**config.mk**
```make
export PLATFORM = sky130hd
export DESIGN_NAME = avmm_rw_arbiter
export DESIGN_NICKNAME = d
export VERILOG_FILES = /design/src/rtl/avmm_arb_pkg.sv /design/src/rtl/rd_owner_fifo.sv /design/src/rtl/avmm_rw_arbiter.sv
export SDC_FILE = /design/constraint.sdc
export NUM_CORES = 1
export LEC_CHECK = 0
export ABC_AREA = 1
export CORE_AREA = 2 2 243 245
export CTS_BUF_LIST = sky130_fd_sc_hd__clkbuf_4
export DETAILED_ROUTE_END_ITERATION = 8
export DIE_AREA = 0 0 245 247
export GPL_TIMING_DRIVEN = 0
export MAX_ROUTING_LAYER = met4
export SLEW_MARGIN = 20
export SYNTH_ARGS = -nofsm -noshare
export SYNTH_HDL_FRONTEND = slang
export SYNTH_SLANG_ARGS = --single-unit
```
**constraint.sdc**
```tcl
create_clock -name clock -period 2.85 [get_ports clock]
set_input_delay 0.285 -clock clock [delete_from_list [all_inputs] [get_ports clock]]
set_output_delay 0.285 -clock clock [all_outputs]
set_load 0.02 [all_outputs]
```
**src/rtl/avmm_arb_pkg.sv**
```systemverilog
// Shared types for the two-client Avalon-MM read/write arbiter.
package avmm_arb_pkg;

    localparam int NUM_CLIENTS = 2;

    typedef enum logic [1:0] {
        IDLE   = 2'd0,
        ISSUE0 = 2'd1,
        ISSUE1 = 2'd2
    } state_t;

    typedef struct packed {
        logic [63:0] address;
        logic [7:0]  byteenable;
        logic [63:0] writedata;
        logic        is_write;
    } cmd_t;

    // A client raising both read and write is treated as a write.
    function automatic cmd_t make_cmd(
        input logic [63:0] address,
        input logic [7:0]  byteenable,
        input logic [63:0] writedata,
        input logic        write
    );
        cmd_t c;
        c.address    = address;
        c.byteenable = byteenable;
        c.writedata  = writedata;
        c.is_write   = write;
        return c;
    endfunction

endpackage

```
**src/rtl/rd_owner_fifo.sv**
```systemverilog
// Records which client owns each outstanding master read, in issue order.
module rd_owner_fifo #(
    parameter int DEPTH = 8
) (
    input  logic clock,
    input  logic resetn,
    input  logic push,
    input  logic push_data,
    input  logic pop,
    output logic full,
    output logic empty,
    output logic head
);

    localparam int AW = $clog2(DEPTH);

    logic [DEPTH-1:0] mem;
    logic [AW-1:0]    wr_ptr;
    logic [AW-1:0]    rd_ptr;
    logic [AW:0]      count;
    logic             push_ok;
    logic             pop_ok;

    assign full    = (count == (AW+1)'(DEPTH));
    assign empty   = (count == '0);
    assign push_ok = push & ~full;
    assign pop_ok  = pop & ~empty;
    assign head    = mem[rd_ptr];

    // Pointer and occupancy bookkeeping; reset empties the FIFO.
    always_ff @(posedge clock or negedge resetn) begin
        if (!resetn) begin
            wr_ptr <= '0;
            rd_ptr <= '0;
            count  <= '0;
        end else begin
            if (push_ok) wr_ptr <= wr_ptr + AW'(1);
            if (pop_ok)  rd_ptr <= rd_ptr + AW'(1);
            case ({push_ok, pop_ok})
                2'b10:   count <= count + (AW+1)'(1);
                2'b01:   count <= count - (AW+1)'(1);
                default: count <= count;
            endcase
        end
    end

    // Owner storage; contents are only meaningful while not empty.
    always_ff @(posedge clock) begin
        if (push_ok) mem[wr_ptr] <= push_data;
    end

endmodule

```
**src/rtl/avmm_rw_arbiter.sv**
```systemverilog
// Two-client round-robin arbiter onto one Avalon-MM master, with in-order
// read response routing through an owner FIFO.
//
// state  | meaning
// IDLE   | waiting for an eligible client; winner accepted this cycle
// ISSUE0 | client 0 command on m_*, held until m_waitrequest drops
// ISSUE1 | client 1 command on m_*, held until m_waitrequest drops
module avmm_rw_arbiter
    import avmm_arb_pkg::*;
#(
    parameter int MAX_PENDING = 8
) (
    input  logic        clock,
    input  logic        resetn,
    input  logic [63:0] c0_address,
    input  logic [7:0]  c0_byteenable,
    input  logic        c0_read,
    input  logic        c0_write,
    input  logic [63:0] c0_writedata,
    output logic        c0_waitrequest,
    output logic [63:0] c0_readdata,
    output logic        c0_readdatavalid,
    input  logic [63:0] c1_address,
    input  logic [7:0]  c1_byteenable,
    input  logic        c1_read,
    input  logic        c1_write,
    input  logic [63:0] c1_writedata,
    output logic        c1_waitrequest,
    output logic [63:0] c1_readdata,
    output logic        c1_readdatavalid,
    output logic [63:0] m_address,
    output logic [7:0]  m_byteenable,
    output logic        m_read,
    output logic        m_write,
    output logic [63:0] m_writedata,
    input  logic        m_waitrequest,
    input  logic [63:0] m_readdata,
    input  logic        m_readdatavalid,
    output logic        err_orphan
);

    localparam int               CW       = $clog2(MAX_PENDING) + 1;
    localparam logic [CW-1:0]    PEND_MAX = CW'(MAX_PENDING);

    state_t        state;
    state_t        state_nxt;
    cmd_t          cmd_reg;
    logic          rr_prio;
    logic [CW-1:0] pend_cnt;
    logic          rd_ok;
    logic          elig0;
    logic          elig1;
    logic          gnt0;
    logic          gnt1;
    logic          issuing;
    logic          fifo_push;
    logic          fifo_pop;
    logic          fifo_full;
    logic          fifo_empty;
    logic          fifo_head;

    // Reads are held off once MAX_PENDING are outstanding; writes never are.
    assign rd_ok = (pend_cnt < PEND_MAX);
    assign elig0 = c0_write | (c0_read & rd_ok);
    assign elig1 = c1_write | (c1_read & rd_ok);

    // State register.
    always_ff @(posedge clock or negedge resetn) begin
        if (!resetn) state <= IDLE;
        else         state <= state_nxt;
    end

    // Next state and grant decode; rr_prio names the client favoured on a tie.
    always_comb begin
        state_nxt = state;
        gnt0      = 1'b0;
        gnt1      = 1'b0;
        case (state)
            IDLE: begin
                if (elig0 && elig1) begin
                    gnt0 = ~rr_prio;
                    gnt1 = rr_prio;
                end else begin
                    gnt0 = elig0;
                    gnt1 = elig1;
                end
                if (gnt0)      state_nxt = ISSUE0;
                else if (gnt1) state_nxt = ISSUE1;
            end
            ISSUE0, ISSUE1: begin
                if (!m_waitrequest) state_nxt = IDLE;
            end
            default: state_nxt = IDLE;
        endcase
    end

    // Gated with resetn so no acceptance can leak out while reset is held.
    assign c0_waitrequest = ~(resetn & gnt0);
    assign c1_waitrequest = ~(resetn & gnt1);

    // Round-robin pointer: after a grant, the other client wins the next tie.
    always_ff @(posedge clock or negedge resetn) begin
        if (!resetn)   rr_prio <= 1'b0;
        else if (gnt0) rr_prio <= 1'b1;
        else if (gnt1) rr_prio <= 1'b0;
    end

    // Capture the winner's command; it stays stable for the whole ISSUE state.
    always_ff @(posedge clock or negedge resetn) begin
        if (!resetn) begin
            cmd_reg <= '0;
        end else if (gnt0) begin
            cmd_reg <= make_cmd(c0_address, c0_byteenable, c0_writedata, c0_write);
        end else if (gnt1) begin
            cmd_reg <= make_cmd(c1_address, c1_byteenable, c1_writedata, c1_write);
        end
    end

    assign issuing      = (state == ISSUE0) || (state == ISSUE1);
    assign m_read       = issuing & ~cmd_reg.is_write;
    assign m_write      = issuing & cmd_reg.is_write;
    assign m_address    = cmd_reg.address;
    assign m_byteenable = cmd_reg.byteenable;
    assign m_writedata  = cmd_reg.writedata;

    assign fifo_push = m_read & ~m_waitrequest & ~fifo_full;
    assign fifo_pop  = m_readdatavalid & ~fifo_empty;

    rd_owner_fifo #(
        .DEPTH(MAX_PENDING)
    ) u_owner_fifo (
        .clock    (clock),
        .resetn   (resetn),
        .push     (fifo_push),
        .push_data(state == ISSUE1),
        .pop      (fifo_pop),
        .full     (fifo_full),
        .empty    (fifo_empty),
        .head     (fifo_head)
    );

    // Outstanding read count; saturating guards keep it from ever wrapping.
    always_ff @(posedge clock or negedge resetn) begin
        if (!resetn) begin
            pend_cnt <= '0;
        end else begin
            case ({fifo_push, fifo_pop})
                2'b10: if (pend_cnt != PEND_MAX) pend_cnt <= pend_cnt + CW'(1);
                2'b01: if (pend_cnt != '0)       pend_cnt <= pend_cnt - CW'(1);
                default: pend_cnt <= pend_cnt;
            endcase
        end
    end

    // A response with nothing outstanding is dropped and flagged until reset.
    always_ff @(posedge clock or negedge resetn) begin
        if (!resetn)                            err_orphan <= 1'b0;
        else if (m_readdatavalid && fifo_empty) err_orphan <= 1'b1;
    end

    assign c0_readdata      = m_readdata;
    assign c1_readdata      = m_readdata;
    assign c0_readdatavalid = m_readdatavalid & ~fifo_empty & ~fifo_head;
    assign c1_readdatavalid = m_readdatavalid & ~fifo_empty & fifo_head;

endmodule

```
[Word level (Yosys, flattened, before mapping)]
Index checks and enable logic that the tools add are counted.
Storage, ports and cells
  bits in registers: 163
  bits of input ports: 344
  word-level logic and storage cells: 93
Cells by class
  add/subtract/negate cells: 6
  magnitude comparators: 4
  eq/ne operators: 12
  multiplexer cells: 23
  bitwise logic cells: 23
  reduce and logical (&&, ||, !) cells: 13
Operators by type and width (number)
  $mux 137: 2
  $pmux 4 s2: 2
  $and 1x1->1: 13
  $mux 1: 10
  $add 4x1->4 const B: 2
  $bwmux 8: 1
  $lt 3x4->1 const B: 2
  $mux 4: 2
  $not 1->1: 8
  $sub 4x1->4 const B: 2
  $add 3x1->3 const B: 2
  $eq 2x1->1 const B: 3
  $eq 2x2->1 const B: 3
  $mux 2: 3
  $ne 2x2->1 const B: 3
  $reduce_bool 2->1: 3
  $eq 4x4->1 const B: 1
  $logic_not 4->1: 1
  $lt 4x4->1 const B: 1
  $ne 4x4->1 const B: 1
  $pmux 2 s2: 1
  $reduce_bool 4->1: 1
  $bmux 1 s3: 1
  $demux 1 s3: 1
  other kinds (9): 12

[Logic depth before layout (Yosys ltp)]
  depth in word-level cells: 9
  gate-level depth with buffers: 13
  mapped depth without buffers: 13

[By module]
From an unflattened synthesis, not the netlist that was laid out.
Second synthesis, totals
  cells, all modules: 1646
  area total of the unflattened synthesis: 11587.4 um^2
Modules (own cells, without submodules)
  avmm_rw_arbiter: times used 1, cells an instance 1530, area each 10591.4 um^2, seq. area each 3628.5 um^2
  rd_owner_fifo: times used 1, cells an instance 116, area each 996.0 um^2, seq. area each 490.5 um^2

[Worst setup path after synthesis]
No wires, ideal clock.
  path kind: register to register
  start point: register state[0]
  end point: register pend_cnt[3]
  data arrival time: 2.114 ns
  setup slack: 0.613 ns
  stages on the path, launching flop included: 14
  buffers on the path: 0
  clock period less this slack: 2.237 ns
  cells stage by stage: dfrtp_1 -> inv_1 -> ha_1 -> inv_1 -> nor3_1 -> nand2_1 -> ha_1 -> ha_1 -> nand2_1 -> nor2_1 -> nor2_1 -> and2_1 -> o21ai_0 -> nand2_1
On the way
  word-level cells in the longest chain between the ends: 8
Ends and longest elaborated chain
  from (decl): RTL line avmm_rw_arbiter.sv:45  | state_t state;
  from (signal assigned): RTL line avmm_rw_arbiter.sv:70  | else state <= state_nxt;
  $eq 2x1->1 or $eq 2x2->1 (tied branches): RTL line avmm_rw_arbiter.sv:119  | assign issuing = (state == ISSUE0) || (state == ISSUE1);
  $logic_or 1x1->1 *: RTL line avmm_rw_arbiter.sv:119
  $and 1x1->1 *: RTL line avmm_rw_arbiter.sv:120  | assign m_read = issuing & ~cmd_reg.is_write;
  $and 1x1->1 * (2 in series): RTL line avmm_rw_arbiter.sv:126  | assign fifo_push = m_read & ~m_waitrequest & ~fifo_full;
  $eq 2x1->1 or $eq 2x2->1 (tied branches): RTL line avmm_rw_arbiter.sv:147  | case ({fifo_push, fifo_pop})
  $ne 2x2->1 (no source line) or $reduce_bool 2->1 (tied branches)
  $reduce_and 3->1 (no source line)
  to (signal assigned): RTL line avmm_rw_arbiter.sv:148  | 2'b10: if (pend_cnt != PEND_MAX) pend_cnt <= pend_cnt + CW'(1);
  to (signal assigned): RTL line avmm_rw_arbiter.sv:149  | 2'b01: if (pend_cnt != '0) pend_cnt <= pend_cnt - CW'(1);
  to (signal assigned): RTL line avmm_rw_arbiter.sv:150  | default: pend_cnt <= pend_cnt;
  to (decl): RTL line avmm_rw_arbiter.sv:49  | logic [CW-1:0] pend_cnt;
Mark *: on every way between the ends. The rest lies on a longest branch, timed or not.
A chain may end at the register's enable or synchronous reset.

[Final worst setup path]
  start point: register u_owner_fifo.count[1]
  end point: output port c1_readdatavalid
On the way
  word-level cells in the longest chain between the ends: 4
Ends and longest elaborated chain
  from (decl): RTL line rd_owner_fifo.sv:20  | logic [AW:0] count;
  from (signal assigned): RTL line rd_owner_fifo.sv:40  | 2'b10: count <= count + (AW+1)'(1);
  from (signal assigned): RTL line rd_owner_fifo.sv:41  | 2'b01: count <= count - (AW+1)'(1);
  from (signal assigned): RTL line rd_owner_fifo.sv:42  | default: count <= count;
  $logic_not 4->1: RTL line rd_owner_fifo.sv:25  | assign empty = (count == '0);
  $not 1->1: RTL line avmm_rw_arbiter.sv:164  | assign c1_readdatavalid = m_readdatavalid & ~fifo_empty & fifo_head;
  $and 1x1->1 (2 in series): RTL line avmm_rw_arbiter.sv:164
  to (decl): RTL line avmm_rw_arbiter.sv:30  | output logic c1_readdatavalid,
No other way between the ends.

==> results.txt <==
status -> complete, no violations
Chip Width -> 245 µm
Flop pwr share -> 24.3%
top cells by area, synth -> dfrtp_1 37%, buf_4 20%, nand3_1 15%
Tcrit/Tclk final -> 93.6%
Cells after Synth -> 1212
Slew @ Worst Pin -> 0.716 ns
pin count of the biggest net entering global routing -> 87
Root Buffer -> clkbuf_4
most used cell, CP -> nand2_1
final setup violation count -> 0
FF-to-FF setup slack -> 0.24 ns
Die H -> 247 µm
RSZ-0062 raised after global routing -> no
hpwl dp -> 35.3 mm
Area growth syn-to-layout -> 66.7%
Rows -> 89
Logic pwr share -> 67.0%
CP Class -> reg -> out
number of synthesized flops with an enable pin -> 8
pre-CTS WS -> 0.166 ns
Max-cap violations -> 0
CP max stage cell -> clkdlybuf4s50_1
FMAX -> 0.375 GHz
Initial Util -> 18.2%
CTS clk-pin slew, worst paths -> 0.17 ns
Sw Ratio -> 45.1%
critical path required time -> 2.57 ns
Top FF cell, synth -> dfrtp_1
worst min path class -> in -> async
Net Count, Synth -> 1568
ys async rst share -> 95.1%
Clock Skews -> 0.0305 ns
DRT Wirelength -> 44.4 mm
Synth Register Bits -> 163
Clock power frac -> 8.7%
Routed WL per cell -> 17.1 µm
syn avg cell area -> 8.74 µm²
final hold vios -> 0
total grt overflow -> 0
vias in the first global route -> 10600
NetSw -> 7.92 mW
P_int -> 9.64 mW
clk_lat worst skew -> 0.71 ns
Pwr Total -> 17.6 mW
number of fill cells -> 6124
total core area -> 58200 µm²
I/O pins -> 615
slowest stage delay, CP -> 0.57 ns
CTS H-tree depth -> 4
critical path, cell by cell -> nor3_2 -> nand2_1 -> nand2_1 -> nor2_1 -> clkdlybuf4s50_1
TritonCTS buffer count -> 17
Yosys top cell by area -> dfrtp_1
worst-path fanout max -> 6
Post-DRT Antenna Nets -> 0
crit path buf inv count -> 1
VDD IR max -> 0.422 mV
layout cells sized above 1 -> 26.4%
first-pass GRT wire length -> 63.4 mm
top cells by count, synth -> 316 x nand3_1, 280 x buf_4, 185 x nand2_1, 155 x dfrtp_1, 101 x nand3_2
Crit path max-delay family -> simple AND/OR/NAND/NOR gates
Routability Congestion -> 0.889
synthesized cell area -> 10600 µm²
die area -> 60500 µm²
Slew Limit Headroom -> 52.3%
Fin Setup TNS -> 0 ns
Synth cell types -> 29
crit start category -> register
Pleak -> 7.85 nW
setup ws final -> 0.182 ns
Multi-input gate area -> 3810 µm²
Tmin final -> 2.67 ns
top-area cell type share of the netlist area -> 36.6%
clock sink total -> 163
max-slew violation count -> 0
DR iter-0 viols -> 410
CTS tree -> built
GR Util All Layers -> 14.5%
drt drc -> 0
sequential cell area -> 4120 µm²
Critical Path Sink Type -> primary output
Ys Warns -> 0
vias per cell -> 4.01
pwr dens -> 994 nW/µm²
top-count cell post-synth -> nand3_1
vias after detailed routing -> 10400
drt first pass iters -> 4
initial antenna violation count -> 7
PortBufs -> 550
CP arrival -> 2.38 ns
Clock Path Buffers -> 2
sequential fraction of the synthesis area -> 38.9%
number of nets in the layout -> 2161
final timing paths:
path / depth (start not counted) / to / start
setup / recovery: 5 / c1_readdatavalid / u_owner_fifo.count[1]$_DFFE_PN0P_
hold / removal: 2 / m_address[3]$_DFFE_PN0P_ / resetn
setup reg to reg: 9 / m_writedata[57]$_DFFE_PN0P_ / state[0]$_DFFE_PN0P_
hold reg to reg: 1 / err_orphan$_DFFE_PN0P_ / err_orphan$_DFFE_PN0P_
max in group asynchronous: 3 / m_address[40]$_DFFE_PN0P_ / resetn
min in group clock: 3 / m_writedata[45]$_DFFE_PN0P_ / c0_writedata[45]
repair_timing:
item	4_1_cts	5_1_grt
hold buffers	25	0
setup buffers	1	0
pin swaps	0	0
setup endpoints to repair	4	3
resized for setup	6	4
endpoints found under the hold margin	130	0
cell usage in the layout, fill, tap and decap left out, types with 4 or more instances in the layout:
cell / Yosys / routed
buf_2: 44 / 40
nand3_1: 316 / 316
diode_2: 0 / 8
xor2_1: 6 / 6
o21ai_0: 13 / 13
dlygate4sd3_1: 0 / 25
buf_4: 280 / 280
dfrtp_1: 155 / 155
nor2_1: 25 / 25
nand3_2: 101 / 100
clkdlybuf4s50_1: 0 / 546
clkbuf_4: 0 / 21
inv_1: 27 / 27
ha_1: 11 / 10
clkinv_4: 0 / 4
nand2_1: 185 / 185
edfxtp_1: 8 / 8
nor3_1: 7 / 6
buf_12: 11 / 11
routing by layer:
layer	track usage, %	vias up	wire length, µm	share of wire [%]
li1	-	4981	-	-
met1	16.9	4991	18500	42
met2	24.6	415	22300	50
met3	3.60	33	2890	6.5
met4	4.43	0	735	1.7
met5	-	-	0	0
area by class of cell:
cell class / count / area share, %
Inverter: 29 / 0.616
Sequential cell: 163 / 23.3
Tap cell: 773 / 5.47
Clock buffer: 20 / 0.850
Antenna cell: 8 / 0.113
Timing Repair Buffer: 577 / 32.8
Clock inverter: 12 / 0.765
Multi-Input combinational cell: 680 / 21.6
Buffer: 337 / 14.5
power by group through the flow:
stage | sequential (mW) | clock (mW) | combinational [mW]
finish | 4.26 | 1.53 | 11.8
global route | 4.41 | 1.72 | 12.8
CTS | 4.27 | 1.65 | 12.0
detailed placement | 4.33 | 0 | 11.8
global placement | 4.28 | 0 | 11.7
floorplan | 4.14 | 0 | 7.33
cells by family (layout without fill, tap and decap cells):
logic type	Yosys count	count (layout)	synth area share (%)
and+or+nand+nor	641	641	32.7
buffers and inverters	369	975	25.3
DFF	163	163	38.9
AOI/OAI and AO/OA	21	21	1.10
adders and majority gates	12	12	1.49
xor gates and xnor gates	6	6	0.496
other	0	8	0
metrics by stage:
step                hold slack (ns)  util (%)  instance area (µm²)  cells
floorplan                   -0.0106         -                10600   1212
global placement              0.458      29.3                17100   2535
detailed placement            0.301      29.4                17100   2536
CTS                         0.00133      30.3                17600   2591
global route                 0.0345      30.3                17700   2598
finish                        0.114      30.3                17700   2599
(Power assumes the default switching activity.)
